`config.mk`:
```
export PLATFORM = sky130hd
export DESIGN_NAME = player_move
export DESIGN_NICKNAME = d
export VERILOG_FILES = /design/src/rtl/player_move.sv
export SDC_FILE = /design/constraint.sdc
export NUM_CORES = 1
export LEC_CHECK = 0
export ABC_AREA = 1
export ABC_CLOCK_PERIOD_IN_PS = 3750
export BUFFER_PORTS_ARGS = -buffer_cell sky130_fd_sc_hd__buf_2
export CORE_AREA = 4 4 144 146
export DETAILED_ROUTE_END_ITERATION = 7
export DIE_AREA = 0 0 148 150
export MAX_ROUTING_LAYER = met4
export PLACE_DENSITY = 0.59
export SYNTH_ARGS = -nofsm -noshare
export SYNTH_HDL_FRONTEND = slang
export SYNTH_SLANG_ARGS = --single-unit
```
`constraint.sdc`:
```
create_clock -name clk -period 3.75 [get_ports clk]
set_clock_uncertainty 0.05 [all_clocks]
set_input_delay 0.375 -clock clk [delete_from_list [all_inputs] [get_ports clk]]
set_output_delay 0.375 -clock clk [all_outputs]
set_load 0.005 [all_outputs]
```
`src/rtl/player_move.sv`:
```
// Per-frame player sprite motion: constant-speed horizontal walk, jump-plus-gravity vertical motion.
// Optional macro PLAYER_WRAP_EN makes X wrap around the screen instead of clamping at the edges.
module player_move #(
    parameter int INITIAL_X              = 280,
    parameter int INITIAL_Y              = 185,
    parameter int OBJECT_WIDTH_X         = 32,
    parameter int OBJECT_HEIGHT_Y        = 32,
    parameter int SCREEN_WIDTH           = 640,
    parameter int FLOOR_Y                = 440,
    parameter int X_SPEED                = 4,
    parameter int JUMP_SPEED             = 12,
    parameter int GRAVITY_FP             = 32,
    parameter int MAX_FALL_SPEED         = 16,
    parameter int FIXED_POINT_MULTIPLIER = 64
) (
    input  logic        clk,
    input  logic        resetN,
    input  logic        startOfFrame,
    input  logic        leftKey,
    input  logic        rightKey,
    input  logic        jumpKey,
    input  logic        collision,
    output logic [10:0] topLeftX,
    output logic [10:0] topLeftY,
    output logic        airborne
);

    localparam int FP_SHIFT   = $clog2(FIXED_POINT_MULTIPLIER);
    localparam int FP         = FIXED_POINT_MULTIPLIER;
    localparam int X_STEP     = X_SPEED * FP;
    localparam int JUMP_V     = -(JUMP_SPEED * FP);
    localparam int MAX_FALL   = MAX_FALL_SPEED * FP;
    localparam int FLOOR_LIM  = (FLOOR_Y - OBJECT_HEIGHT_Y) * FP;
    localparam int INIT_X_FP  = INITIAL_X * FP;
    localparam int INIT_Y_FP  = INITIAL_Y * FP;
`ifdef PLAYER_WRAP_EN
    localparam int SCREEN_FP  = SCREEN_WIDTH * FP;
`else
    localparam int X_MAX      = (SCREEN_WIDTH - OBJECT_WIDTH_X) * FP;
`endif

    typedef enum logic {S_GROUND, S_AIR} state_t;

    state_t             state;
    state_t             stateNext;
    logic signed [31:0] xPos;
    logic signed [31:0] yPos;
    logic signed [31:0] ySpeed;
    logic signed [31:0] xNext;
    logic signed [31:0] yNext;
    logic signed [31:0] ySpeedNext;
    logic signed [31:0] xStep;
    logic signed [31:0] xSum;
    logic signed [31:0] xTarget;
    logic signed [31:0] airSpeed;
    logic               jumpPrev;
    logic               jumpReq;
    logic               hitLatch;
    logic               jumpEdge;
    logic               jumpNow;
    logic               hitNow;

    // Events seen during the startOfFrame cycle itself still count for that frame.
    assign jumpEdge = jumpKey & ~jumpPrev;
    assign jumpNow  = jumpReq | jumpEdge;
    assign hitNow   = hitLatch | collision;

    always_comb begin
        xStep = '0;
        if (rightKey && !leftKey) begin
            xStep = X_STEP;
        end else if (leftKey && !rightKey) begin
            xStep = -X_STEP;
        end
        xSum    = xPos + xStep;
        xTarget = xSum;
`ifdef PLAYER_WRAP_EN
        if (xSum < 0) begin
            xTarget = xSum + SCREEN_FP;
        end else if (xSum >= SCREEN_FP) begin
            xTarget = xSum - SCREEN_FP;
        end
`else
        if (xSum < 0) begin
            xTarget = '0;
        end else if (xSum > X_MAX) begin
            xTarget = X_MAX;
        end
`endif
    end

    always_comb begin
        stateNext  = state;
        xNext      = xPos;
        yNext      = yPos;
        ySpeedNext = ySpeed;
        airSpeed   = ySpeed;
        if (startOfFrame) begin
            xNext = xTarget;
            case (state)
                S_GROUND: begin
                    if (jumpNow) begin
                        ySpeedNext = JUMP_V;
                        yNext      = yPos + JUMP_V;
                        stateNext  = S_AIR;
                    end
                end
                S_AIR: begin
                    // A hit only matters while rising; it kills upward speed before the move.
                    if (hitNow && ySpeed < 0) begin
                        airSpeed = '0;
                    end
                    yNext      = yPos + airSpeed;
                    ySpeedNext = airSpeed + GRAVITY_FP;
                    if (ySpeedNext > MAX_FALL) begin
                        ySpeedNext = MAX_FALL;
                    end
                    if (yNext < 0) begin
                        yNext      = '0;
                        ySpeedNext = '0;
                    end
                    if (yNext >= FLOOR_LIM) begin
                        yNext      = FLOOR_LIM;
                        ySpeedNext = '0;
                        stateNext  = S_GROUND;
                    end
                end
                default: stateNext = S_AIR;
            endcase
        end
    end

    always_ff @(posedge clk) begin
        if (!resetN) begin
            state    <= S_AIR;
            xPos     <= INIT_X_FP;
            yPos     <= INIT_Y_FP;
            ySpeed   <= '0;
            jumpPrev <= 1'b0;
            jumpReq  <= 1'b0;
            hitLatch <= 1'b0;
            topLeftX <= 11'(INITIAL_X);
            topLeftY <= 11'(INITIAL_Y);
        end else begin
            state    <= stateNext;
            xPos     <= xNext;
            yPos     <= yNext;
            ySpeed   <= ySpeedNext;
            jumpPrev <= jumpKey;
            topLeftX <= 11'(xNext >>> FP_SHIFT);
            topLeftY <= 11'(yNext >>> FP_SHIFT);
            if (startOfFrame) begin
                jumpReq  <= 1'b0;
                hitLatch <= 1'b0;
            end else begin
                if (jumpEdge) begin
                    jumpReq <= 1'b1;
                end
                if (collision) begin
                    hitLatch <= 1'b1;
                end
            end
        end
    end

    always_comb begin
        airborne = (state == S_AIR);
    end

endmodule

```
[Word-level counts from Yosys, hierarchy flattened]
Index checks and enable logic that the tools add are counted.
Operators by class
  add/subtract/negate cells: 4
  multipliers: 0
  divide/modulo/power cells: 0
  magnitude comparators: 6
  equality and inequality tests: 1
  shift operators: 0
  muxes and demuxes: 21
  bitwise logic cells: 6
  reductions and logical operators: 7
Operators by type and width (number)
  $mux 32: 16
  $pmux 32 s2: 2
  $lt 32x1->1 const B: 3
  $add 32x32->32: 2
  $add 32x11->32 const B: 1
  $add 32x7->32 const B: 1
  $ge 32x16->1 const B: 1
  $gt 32x12->1 const B: 1
  $gt 32x17->1 const B: 1
  $logic_and 1x1->1: 3
  $not 1->1: 3
  $logic_not 1->1: 2
  $mux 1: 2
  $ne 2x2->1 const B: 1
  $or 1x1->1: 2
  $pmux 1 s2: 1
  $reduce_and 2->1: 1
  $reduce_or 2->1: 1
  $and 1x1->1: 1
Word-level totals
  bits in registers: 100
  latch bits: 0
  RAM bits: 0
  memory bits (read-only): 0
  bits of input ports: 7
  output and inout port bits: 23
  word-level logic and storage cells: 54
  memories kept: 0

[Longest topological paths before layout]
  depth after elaboration: 13
  depth in mapped cells: 28

[Worst setup path after synthesis]
OpenSTA, ideal clock, no wires.
  kind: input to register
  from: in rightKey
  to: reg xPos[13]
  data arrival time: 3.214 ns
  required time: 3.641 ns
  path slack: 0.427 ns
  stages on the path: 17
  path through: inv_1 ha_1 ha_1 a21oi_1 nand2_1 nand2_1 o211ai_1 a21boi_0 o21ai_0 nand2_1 nand2_1 xor2_1 nor4_1 nand2_1 nor2_1 nand3_1 nand2_1
Between the ends
  cells in the longest elaborated chain, start to end: 8
RTL lines
  start: declaration: line 20  | input logic rightKey,
  $logic_not 1->1: line 72  | end else if (leftKey && !rightKey) begin
  $logic_and 1x1->1: line 72
  $mux 32: line 72
  $mux 32 (*): line 70  | if (rightKey && !leftKey) begin
  $add 32x32->32 (*): line 75  | xSum = xPos + xStep;
  $gt 32x17->1: line 86  | end else if (xSum > X_MAX) begin
  $mux 32: line 86
  $mux 32 (*): line 84  | if (xSum < 0) begin
  end signal: assignment: line 146  | xPos <= xNext;
  end: declaration: line 46  | logic signed [31:0] xPos;
Mark *: on every way between the ends. The rest lies on a longest branch, timed or not.
A chain may end at the register's enable or synchronous reset.

[Worst setup path after layout]
  from: reg hitLatch
  to: reg ySpeed[19]
Between the ends
  cells in the longest elaborated chain, start to end: 13
RTL lines
  start: declaration: line 58  | logic hitLatch;
  start signal: assignment: line 141  | hitLatch <= 1'b0;
  start signal: assignment: line 154  | hitLatch <= 1'b0;
  start signal: assignment: line 160  | hitLatch <= 1'b1;
  $or 1x1->1 (*): line 66  | assign hitNow = hitLatch | collision;
  $logic_and 1x1->1 (*): line 110  | if (hitNow && ySpeed < 0) begin
  $mux 32 (*): line 110
  $mux 32 (*): line 100  | case (state)
  $mux 32 (*): line 98  | if (startOfFrame) begin
  $add 32x32->32: line 113  | yNext = yPos + airSpeed;
  $lt 32x1->1: line 118  | if (yNext < 0) begin
  $mux 32: line 118
  $mux 32: line 100
  $mux 32: line 98
  $ge 32x16->1: line 122  | if (yNext >= FLOOR_LIM) begin
  $mux 32 (*): line 122
  $pmux 32 s2 (*): line 100
  end signal: assignment: line 148  | ySpeed <= ySpeedNext;
  end: declaration: line 48  | logic signed [31:0] ySpeed;
Mark *: on every way between the ends. The rest lies on a longest branch, timed or not. The select of a mux whose other input is x is not followed.

==> qor.csv <==
stage,metric,value,unit
routing,TritonRoute pass-1 iters,5,
min_path,Hold Crit Start,jumpKey,
worst_setup_path,Setup crit start kind,register,
floorplan,number of core rows,51,
finish,number of fill cells,2075,
finish,most frequent cells in the layout,"nand2_1 (425), inv_1 (183), a21oi_1 (145)",
worst_setup_path,flop-to-flop setup slack,250,ps
worst_setup_path,Crit path required time,3980,ps
floorplan,die area,22200,um^2
timing,final hold slack,169,ps
worst_setup_path,Crit. End Element,register,
routing,drc violations,0,
worst_setup_path,reg2reg end,ySpeed[19],
worst_setup_path,FF-to-FF Start,hitLatch,
routing,DR vias,9286,
placement,DP Wirelength,21100,um
yosys,prevailing post-synth register cell,dfxtp_1,
global_route,initial antenna violation count,0,
timing,Tmin final,3500,ps
timing,Final Hold Fails,0,
yosys,Mapped Area,8630,um^2
clock_network,clock sinks,91,
floorplan,Starting Density,44.5,%
floorplan,Placeable Area,19400,um^2
timing,final worst-path cycle share,93.3,%
power_and_ir_drop,Power Dens Cells,314,nW/um^2
clock_network,CTS H-tree lvls,3,
global_route,vias in the first global route,8519,
yosys,Gate Count Post-Synth,1455,
clock_network,CTS Root Buffer Type,clkbuf_16,
placement,# port buffers,27,
yosys,library cells used by synthesis,49,
floorplan,Die W,148,um
clock_network,clk slew on worst S/H paths,60,ps
power_and_ir_drop,Tot Pwr,3.13,mW
yosys,sequential area share after synthesis,21.1,%
finish,layout cells sized above 1,13.4,%
timing,# setup viols final,0,
placement,Area after DPL,9400,um^2
routing,Iter 0 DRT Violations,678,
placement,Placer Congestion,0.948,
worst_setup_path,reg2reg path depth,23,
yosys,"FFs w/ async S/R, synth",0,%
floorplan,Die Ht,150,um
timing,Final Slew Violations,0,
global_route,first-pass GRT wire length,43600,um
finish,"Design Area, Final",9970,um^2
finish,# diodes,0,
floorplan,# IOs,30,
clock_network,CTS Hold Bufs,0,
outcome,status,finished clean,
worst_setup_path,CP arrival,3730,ps
power_and_ir_drop,leak pwr,4.83,nW
worst_setup_path,Crit Path Class,register to register,
global_route,GR Util All Layers,25.1,%
routing,Vias/cell,5.20,
min_path,Hold Path Class,primary input to register,
yosys,Ys Warns,0,
yosys,"flops & latches, synth",91,
global_route,pin count of the biggest net entering global routing,58,
timing,fmax,0.286,GHz
placement,Placed Instances,1764,
min_path,hold path depth,3,
routing,total detailed-routing wirelength,27200,um
min_path,worst hold endpoint,jumpPrev,
clock_network,clock latency on the worst-skew pair,360,ps
timing,Tightest Pin Transition,725,ps
worst_setup_path,critical-path maximum fanout,6,
clock_network,Clock Path Buffers,2,
timing,Total Neg Setup Slack,0,ps
finish,"most common cell after layout, fill and taps aside",nand2_1,
clock_network,Num CTS Buffers,9,
finish,Area Overhead vs Synth,15.5,%
power_and_ir_drop,peak supply drop,191,uV
routing,post-route ant nets,0,
finish,fin nets,1568,
clock_network,CTS tree,done,
yosys,"EDFF count, synth",0,
global_route,total gr overflow,0,
timing,Slew headroom,51.6,%
yosys,Syn Area/Cell,5.93,um^2
routing,Wirelength per Cell,15.3,um
run,max cap viols,0,
finish,Layout Cells excl Fill,1785,
-- Yosys cell counts (5+ instances only) --
library cell	count	area (um^2)
buf_2	6	30.0
clkbuf_1	27	101
a21oi_1	151	756
nor2_1	132	495
nand2_2	6	37.5
buf_4	23	173
a211oi_1	5	37.5
nand3_2	7	70.1
nand2_1	433	1630
inv_1	183	687
a21o_1	6	45.0
ha_1	44	551
o211ai_1	6	45.0
buf_6	6	67.6
xor2_1	43	377
xnor2_1	18	158
nand4_1	20	125
nor4_1	7	43.8
dfxtp_1	91	1820
nand3b_1	5	37.5
o21ai_1	8	40.0
nand3_1	74	370
nor3_1	27	135
o21ai_0	83	415
-- final cells by class --
class / instances / area, um^2 / share of cell area (%)
Clock inverter: 5 / 85.1 / 0.853
Tap cell: 265 / 332 / 3.32
Multi-Input combinational cell: 1115 / 5940 / 59.5
Sequential cell: 91 / 1820 / 18.3
Clock buffer: 11 / 243 / 2.43
Timing Repair Buffer: 110 / 848 / 8.51
Inverter: 188 / 706 / 7.08
-- routing by layer --
layer	up-vias	global-route usage, %	part of all wire (%)
met5	-	-	0
met4	0	9.10	2.8
met3	38	2.70	3.8
met2	238	39.4	45
met1	4201	33.6	48
li1	4809	-	-
-- cells by family (layout without fill, tap and decap cells) --
group,Yosys count,in the layout,share of synthesized area [%]
and+or+nand+nor,729,729,36.2
AOI/OAI and AO/OA,277,277,17.1
buffers and inverters,250,314,12.5
DFF,91,91,21.1
other,1,2,0.0434
xor gates and xnor gates,61,61,6.19
adders and majority gates,46,46,6.84
-- repair_timing --
item	in CTS	in global routing
buffers inserted	0	4
hold endpoints to repair	0	0
endpoints found under the setup margin	0	49
gates resized for setup	0	53
-- worst max-delay path, stage by stage (launching register included) --
cell and delay, ps:
dfxtp_2 340, nor2_4 130, nor2_4 50, buf_12 140, buf_6 130, nor2_2 210, ha_4 260, a21oi_1 200
inv_1 90, nand2_1 90, nand2_1 80, nand2_1 60, nand2_1 80, a21oi_1 130, nand2_1 70, or2_2 270
nand3_1 90, nand3_1 130, nor2_4 160, nand2_4 120, nor2_8 210, buf_4 160, nand2_1 60, a21oi_1 120
-- sequential cells by signal, indices dropped and copies added (netlist names) --
register and cells:
airborne 1, hitLatch 1, jumpPrev 1, jumpReq 1, xPos 23, yPos 32
ySpeed 32
-- how the worst max path moves through the flow --
stage,slack (ps),depth (start not counted),from,end
final,250,23,hitLatch,ySpeed[19]
after global routing,-20,23,hitLatch,ySpeed[19]
after CTS,80,23,hitLatch,ySpeed[22]
after detailed placement,10,23,collision,ySpeed[22]
after global placement,30,21,collision,ySpeed[10]
after floorplan,430,17,rightKey,xPos[13]
-- stage by stage --
stage | setup slack (ps) | util, %
5_1_grt | -21.1 | 51.4
6_report | 250 | 51.4
2_1_floorplan | 427 | -
4_1_cts | 80.6 | 50.1
3_5_place_dp | 11.9 | 48.4
3_3_place_gp | 25.9 | 48.4
-- where the power goes --
group	switching, mW	total, mW	internal (mW)	leakage [nW]
Combinational	0.627	1.01	0.380	3.92
Clock	0.415	1.02	0.607	0.156
Sequential	0.0754	1.10	1.02	0.747
Note: power is estimated with default switching activity, not from simulation.
